**config.mk**
```make
export PLATFORM = sky130hd
export DESIGN_NAME = ctrl_rfseq
export DESIGN_NICKNAME = d
export VERILOG_FILES = /design/src/rtl/ctrl_rfseq_pkg.sv /design/src/rtl/ctrl_rfseq_ringidx.sv /design/src/rtl/ctrl_rfseq.sv
export SDC_FILE = /design/constraint.sdc
export NUM_CORES = 1
export LEC_CHECK = 0
export BUFFER_PORTS_ARGS = -buffer_cell sky130_fd_sc_hd__buf_2
export CAP_MARGIN = 20
export CELL_PAD_IN_SITES_DETAIL_PLACEMENT = 0
export CELL_PAD_IN_SITES_GLOBAL_PLACEMENT = 1
export CORE_MARGIN = 5
export CORE_UTILIZATION = 36
export CTS_CLUSTER_DIAMETER = 200
export DETAILED_ROUTE_END_ITERATION = 7
export PLACE_DENSITY_LB_ADDON = 0.1
export SYNTH_ARGS = -nofsm -noshare
export SYNTH_HDL_FRONTEND = slang
export SYNTH_SLANG_ARGS = --single-unit
```
**constraint.sdc**
```tcl
create_clock -name clk -period 1.9 [get_ports clk]
set_input_delay 0 -clock clk [delete_from_list [all_inputs] [get_ports clk]]
set_output_delay 0 -clock clk [all_outputs]
set_load 0.02 [all_outputs]
```
**src/rtl/ctrl_rfseq_pkg.sv**
```systemverilog
// Shared definitions for the register-file sequencer: stage codes seen by the
// datapath and the FSM state type.
package ctrl_rfseq_pkg;

   localparam logic [3:0] IDLE         = 4'b0000;
   localparam logic [3:0] ULOAD_SAMPLE = 4'b1000;
   localparam logic [3:0] CALC_INIT    = 4'b0101;
   localparam logic [3:0] LOAD_ERROR   = 4'b0010;
   localparam logic [3:0] LOAD_RESULT  = 4'b0001;

   typedef enum logic [2:0] {
      StIdle,
      StUload,
      StCinit,
      StCalc,
      StLerr,
      StLres,
      StDone
   } state_e;

endpackage

```
**src/rtl/ctrl_rfseq_ringidx.sv**
```systemverilog
// Combinational modulo-RING arithmetic on sample-slot indices: base-offset with
// wrap, and base+1 with wrap. Both operands are assumed to be below RING.
module ctrl_ringidx #(
   parameter int unsigned WIDTH = 3,
   parameter int unsigned RING  = 6
) (
   input  logic [WIDTH-1:0] base,
   input  logic [WIDTH-1:0] offset,
   output logic [WIDTH-1:0] dec,
   output logic [WIDTH-1:0] inc
);

   localparam logic [WIDTH-1:0] RingN    = WIDTH'(RING);
   localparam logic [WIDTH-1:0] RingLast = WIDTH'(RING - 1);

   always_comb begin
      // base+RING may wrap past 2**WIDTH; the final result is still < RING.
      if (base >= offset) begin
         dec = base - offset;
      end else begin
         dec = base + RingN - offset;
      end
      inc = (base == RingLast) ? '0 : base + WIDTH'(1);
   end

endmodule

```
**src/rtl/ctrl_rfseq.sv**
```systemverilog
// Per-sample register-file schedule sequencer: unload, calc init, tap reads,
// load error, load result, then a valid/ready hand-off of the finished result.
module ctrl_rfseq
   import ctrl_rfseq_pkg::*;
#(
   parameter int unsigned WIDTH    = 3,
   parameter int unsigned RING     = 6,
   parameter int unsigned TAPS     = 4,
   parameter int unsigned ERR_ADDR = 6,
   parameter int unsigned RES_ADDR = 7
) (
   input  logic             clk,
   input  logic             rst,
   input  logic             in_valid,
   output logic             in_ready,
   output logic             out_valid,
   input  logic             out_ready,
   output logic             en,
   output logic             rf_rw,
   output logic             res_err,
   output logic             get_logic,
   output logic [WIDTH-1:0] result_logic,
   output logic [WIDTH-1:0] error_logic,
   output logic [3:0]       stage,
   output logic             busy
);

   localparam logic [WIDTH-1:0] ErrAddr = WIDTH'(ERR_ADDR);
   localparam logic [WIDTH-1:0] ResAddr = WIDTH'(RES_ADDR);
   localparam logic [WIDTH-1:0] LastTap = WIDTH'(TAPS - 1);

   state_e           state_q, state_d;
   logic [WIDTH-1:0] wr_ptr_q, wr_ptr_d;
   logic [WIDTH-1:0] p_q, p_d;
   logic [WIDTH-1:0] k_q, k_d;
   logic             run_q;
   logic [WIDTH-1:0] idx;
   logic [WIDTH-1:0] ptr_next;

   ctrl_ringidx #(
      .WIDTH (WIDTH),
      .RING  (RING)
   ) u_ringidx (
      .base   (p_q),
      .offset (k_q),
      .dec    (idx),
      .inc    (ptr_next)
   );

   // run_q holds every output at 0 while in reset and until the first edge after release.
   always_ff @(posedge clk or posedge rst) begin
      if (rst) begin
         state_q  <= StIdle;
         wr_ptr_q <= '0;
         p_q      <= '0;
         k_q      <= '0;
         run_q    <= 1'b0;
      end else begin
         state_q  <= state_d;
         wr_ptr_q <= wr_ptr_d;
         p_q      <= p_d;
         k_q      <= k_d;
         run_q    <= 1'b1;
      end
   end

   always_comb begin
      state_d  = state_q;
      wr_ptr_d = wr_ptr_q;
      p_d      = p_q;
      k_d      = k_q;
      unique case (state_q)
         StIdle: begin
            if (run_q && in_valid) begin
               p_d     = wr_ptr_q;
               state_d = StUload;
            end
         end
         StUload: begin
            wr_ptr_d = ptr_next;
            state_d  = StCinit;
         end
         StCinit: begin
            k_d     = WIDTH'(1);
            state_d = StCalc;
         end
         StCalc: begin
            if (k_q == LastTap) begin
               k_d     = '0;
               state_d = StLerr;
            end else begin
               k_d = k_q + WIDTH'(1);
            end
         end
         StLerr: state_d = StLres;
         StLres: state_d = StDone;
         StDone: begin
            if (out_ready) begin
               state_d = StIdle;
            end
         end
         default: state_d = StIdle;
      endcase
   end

   always_comb begin
      in_ready     = 1'b0;
      out_valid    = 1'b0;
      en           = 1'b0;
      rf_rw        = 1'b0;
      res_err      = 1'b0;
      get_logic    = 1'b0;
      result_logic = '0;
      error_logic  = '0;
      stage        = IDLE;
      busy         = 1'b0;
      if (run_q) begin
         unique case (state_q)
            StIdle: begin
               in_ready = 1'b1;
               rf_rw    = 1'b1;
            end
            StUload: begin
               en           = 1'b1;
               res_err      = 1'b1;
               result_logic = p_q;
               stage        = ULOAD_SAMPLE;
               busy         = 1'b1;
            end
            StCinit: begin
               en           = 1'b1;
               rf_rw        = 1'b1;
               get_logic    = 1'b1;
               result_logic = p_q;
               error_logic  = ErrAddr;
               stage        = CALC_INIT;
               busy         = 1'b1;
            end
            StCalc: begin
               // Driver subtracts one from result_logic, so present idx+1.
               en           = 1'b1;
               rf_rw        = 1'b1;
               result_logic = idx + WIDTH'(1);
               error_logic  = ErrAddr;
               stage        = CALC_INIT;
               busy         = 1'b1;
            end
            StLerr: begin
               en          = 1'b1;
               error_logic = ErrAddr;
               stage       = LOAD_ERROR;
               busy        = 1'b1;
            end
            StLres: begin
               en           = 1'b1;
               res_err      = 1'b1;
               result_logic = ResAddr;
               stage        = LOAD_RESULT;
               busy         = 1'b1;
            end
            StDone: out_valid = 1'b1;
            default: ;
         endcase
      end
   end

endmodule

```
---- Word level (Yosys, flattened, before mapping) ----
Cells that the tools add are included.
operators by class
  add/subtract/negate cells ............... 6
  magnitude comparators ................... 1
  equality and inequality tests ........... 11
  multiplexer cells ....................... 26
  reductions and logical operators ........ 11
operators with widths
  kind                   number
  $mux W3                9
  $pmux W3 S7            1
  $pmux W4 S4            1
  $eq A3 B3 Y1 const B   4
  $mux W1                12
  $add A3 B1 Y3 const B  3
  $eq A3 B2 Y1 const B   3
  $pmux W3 S3            1
  $ne A2 B2 Y1 const B   3
  $pmux W3 S2            1
  $reduce_or A2 Y1       3
  $reduce_or A3 Y1       2
  $sub A3 B3 Y3          2
  $reduce_or A5 Y1       1
  $mux W4                1
  $add A3 B3 Y3 const B  1
  $eq A3 B1 Y1 const B   1
  $ge A3 B3 Y1           1
  $logic_not A3 Y1       1
  $reduce_and A3 Y1      1
  $reduce_and A2 Y1      1
  $reduce_bool A2 Y1     1
  $logic_and A1 B1 Y1    1
word-level totals
  bits in registers ....................... 13
  input bits .............................. 4
  output and inout port bits .............. 17
  word-level logic and storage cells ...... 60

---- Logic depth before layout (Yosys ltp) ----
  depth in word-level cells ............... 6
  depth in mapped cells ................... 11
  mapped depth without buffers ............ 11

---- Modules after synthesis ----
A second synthesis with hierarchy kept.
unflattened totals
  cells, all modules ...................... 116
  area total of the unflattened synthesis .. 1084.8 um2
modules (own cells, without submodules)
  module        instances  cells each  area an instance (um2)  seq. area each (um2)
  ctrl_rfseq    1          88          849.6                   325.3
  ctrl_ringidx  1          28          235.2                   0.0

---- Worst setup path after synthesis ----
No wires, ideal clock.
  path kind ............................... reg2out
  from .................................... register p_q[0]
  to ...................................... output result_logic[1]
  data arrival time ....................... 2113 ps
  data required time ...................... 1900 ps
  path slack .............................. -213 ps
  stages on the path, launching flop included .. 11
  buffers on the path ..................... 0
  path through ............................ dfrtp_1 -> inv_1 -> ha_1 -> nand2b_2 -> a21o_1 -> a21oi_1 -> xnor2_1 -> ha_1 -> mux2i_1 -> o22a_1 -> nor2_1
between the ends
  word-level cells in the longest chain between the ends .. 6
  elaborated cells on any way between the ends .. 8
  those cells by class .................... 4 x add/sub; 1 x order compare; 3 x mux
RTL lines
  element                   line                      text
  start: declaration        ctrl_rfseq.sv:34          logic [WIDTH-1:0] p_q, p_d;
  start signal: assignment  ctrl_rfseq.sv:61          p_q <= p_d;
  $add A3 B3 Y3             ctrl_rfseq_ringidx.sv:21  dec = base + RingN - offset;
  $sub A3 B3 Y3             ctrl_rfseq_ringidx.sv:21
  $mux W3 (*)               ctrl_rfseq_ringidx.sv:18  if (base >= offset) begin
  $add A3 B1 Y3 (*)         ctrl_rfseq.sv:143         result_logic = idx + WIDTH'(1);
  $pmux W3 S3 (*)           ctrl_rfseq.sv:118         unique case (state_q)
  $mux W3 (*)               ctrl_rfseq.sv:117         if (run_q) begin
  end: declaration          ctrl_rfseq.sv:22          output logic [WIDTH-1:0] result_logic,
Mark *: on every way between the ends. The rest lies on a longest branch, timed or not.

---- Worst setup path in the final report ----
  from .................................... register k_q[0]
  to ...................................... output result_logic[1]
between the ends
  word-level cells in the longest chain between the ends .. 5
  elaborated cells on any way between the ends .. 7
  those cells by class .................... 3 x add/sub; 1 x order compare; 3 x mux
RTL lines
  element                                line                      text
  start: declaration                     ctrl_rfseq.sv:35          logic [WIDTH-1:0] k_q, k_d;
  start signal: assignment               ctrl_rfseq.sv:62          k_q <= k_d;
  $sub A3 B3 Y3 (tied with other cells)  ctrl_rfseq_ringidx.sv:21
  $mux W3 (*)                            ctrl_rfseq_ringidx.sv:18
  $add A3 B1 Y3 (*)                      ctrl_rfseq.sv:143
  $pmux W3 S3 (*)                        ctrl_rfseq.sv:118
  $mux W3 (*)                            ctrl_rfseq.sv:117
Marks and branches as above.

==> metrics <==
Async SR Flop Fraction 1.00; Final Hold Viols 0; Initial Util 0.366; count leader, synth nor2_1; Post-Place Worst Slack -0.159 ns; Clock Pin Slew Worst Setup and Hold Paths about 0.090 ns; Worst Hold Path EP state_q[2]$_DFFE_PP0P_; WS Path Type reg2out; register area share after synthesis 0.299; Vias 960; CTS Buf Count 3; placed cells 185; first-pass iteration count of the detailed router 4; drt drc 0; startpoint type of the worst setup path register; Clock Sinks 13; n_diodes 0; top cells by area, synth dfrtp_1, ha_1, nor2_1; DIE AREA roughly 0.0042 mm^2; post-route setup slack -0.386 ns; element type at the critical path end output pin; Avg WL per Cell around 13 um; reg2reg end state_q[2]$_DFFE_PP0P_; pin count of the biggest net entering global routing 14; root buf cell clkbuf_4; worst IR drop on VDD 0.793 mV; Finish-stage setup viols 2; Ys Warns 0; Slew @ Worst Pin about 0.53 ns; # IOs 21; die width roughly 65 um; global router's overall resource usage 0.131; first-pass GRT wire length between 4000 and 5000 um; HP Class in2reg; period utilization 1.20; Arr. time, crit path ~2.3 ns; Cells after Synth about 130; Leak 0.000706 uW; vias per cell between 4 and 5; r2r worst-path depth 6; violated checks setup timing; top_reg_cell synth dfrtp_1; final instance area roughly 0.0014 mm^2; Slew headroom 0.646; power density over the cells roughly 1900 mW/mm^2; crit-path max FO 3; clk buf depth 2; Final HPWL DP 2010 um; fin cells 194; layout cells sized above 1 0.385; RSZ-0062 raised after global routing yes; PortBufs 19; syn nets between 100 and 150; CTS tree yes; Max Clock Freq 0.437 GHz; vias in the first global route 883; MaxCap Viol Count 0; Synth Register Bits 13; DP Area roughly 0.0013 mm^2; total global routing overflow 0; Worst EP required approximately 1.9 ns; top cells by instance count after synthesis nor2_1, dfrtp_1, nand2_1, ha_1, inv_1; GP Congestion 0.730; post-synthesis cell area ~0.0011 mm^2; Final Critical Period around 2.3 ns; Core Area 0.00298 mm^2; Synth-to-Final Area Change 30.4%; net count reported at finish ~180; post-synth top area cell dfrtp_1; max layer used met4; Clock Latency Late Sink roughly 0.29 ns; initial detailed-routing violation count 36; Routed Wire Length between 2000 and 3000 um; metal3 WL 92 um; Die Ht around 65 um; Worst R2R Setup Slack 0.38 ns; status complete, but fails checks; row cnt 20; wire length on met2 1050 um; DRT met1 WL approximately 1400 um; Post-synth EDFFs 0; Worst Skew around 0.00075 ns; Synth top area share 0.299; worst hold path stage count 3; htree depth 1; syn_area_per_cell 8.45 um^2; hold_sp out_ready; initial antenna violation count 0; Distinct cells, synth between 40 and 50; Slew Limit Fails 0; worst flop-to-flop path startpoint k_q[0]$_DFFE_PP0N_; antenna viol nets, final 0
## layer usage
layer,vias to the layer above,global-route usage
met3,5,0.0191
met4,0,0.0622
li1,496,-
met1,436,0.198
met5,-,0
met2,23,0.179
## placed cells by master (no fill, tap or decap), types with 4 or more instances in the layout
cell type and n:
buf_2 17, nor2_1 14, buf_4 13, nand2_1 11, dfrtp_1 10, inv_1 7
a21oi_1 7, ha_1 7, inv_2 6, o21ai_1 6, nand2b_1 4
## final cells by class
cell class	count	area (um^2)
Fill cell	302	1560
Inverter	13	48.8
Tap cell	33	41.3
Timing Repair Buffer	34	235
Clock buffer	3	22.5
Multi-Input combinational cell	97	739
Sequential cell	13	329
Clock inverter	1	5.00
## repair_timing
item	4_1_cts	5_1_grt
endpoints found under the hold margin	13	0
setup buffers	2	2
hold buffers	1	0
gates resized for setup	6	2
pin swaps	10	1
endpoints found under the setup margin	4	6
## worst max path at each step
| stage | slack (ns) | start | end | cells past startpoint |
|---|---|---|---|---|
| final | -0.39 | k_q[0]$_DFFE_PP0N_ | result_logic[1] | 8 |
| after global routing | -0.50 | k_q[0]$_DFFE_PP0N_ | result_logic[1] | 8 |
| after CTS | -0.42 | k_q[0]$_DFFE_PP0N_ | result_logic[1] | 8 |
| after detailed placement | -0.16 | k_q[1]$_DFFE_PP0N_ | result_logic[2] | 9 |
| after global placement | -0.15 | p_q[1]$_DFFE_PP0P_ | result_logic[2] | 10 |
| after floorplan | -0.04 | p_q[1]$_DFFE_PP0P_ | result_logic[2] | 9 |
## flip-flops by register name (all words and copies together), names as in the netlist
name and flops:
k_q 3, p_q 3, run_q 1, state_q 3, wr_ptr_q 3
## worst max-delay path, cell delays in order (launching register included)
cell,delay (ns)
dfrtp_1,0.43
ha_4,0.19
fa_1,0.46
xnor2_1,0.14
ha_1,0.29
mux2i_1,0.13
o22a_1,0.19
nor2_4,0.04
buf_6,0.12
## logic make-up after synthesis
group,Yosys count,synth area share
flops,13,0.299
other cells,2,0.00689
xor+xnor,2,0.0161
mux,5,0.0540
fa+ha+maj,11,0.133
compound gates,31,0.195
simple gates,46,0.212
buf+inv,19,0.0838
## metrics by stage
| stage | total power [uW] | hold slack (ns) | utilization | TNS [ns] |
|---|---|---|---|---|
| 6_report | 2770 | 0.0676 | 0.477 | -0.758 |
| 2_1_floorplan | 2030 | -0.123 | - | -0.0649 |
| 5_1_grt | 3030 | 0.0831 | 0.477 | -0.968 |
| 4_1_cts | 2750 | 0.0693 | 0.467 | -0.810 |
| 3_3_place_gp | 2470 | 0.0554 | 0.444 | -0.259 |
| 3_5_place_dp | 2490 | 0.0631 | 0.444 | -0.292 |
## power breakdown
part	leakage (uW)	total [uW]	switching, uW	internal (uW)
clock	0.0000177	186	108	78.5
combinational	0.000529	2060	1060	1000
sequential	0.000158	525	138	387
(Power assumes the default switching activity.)
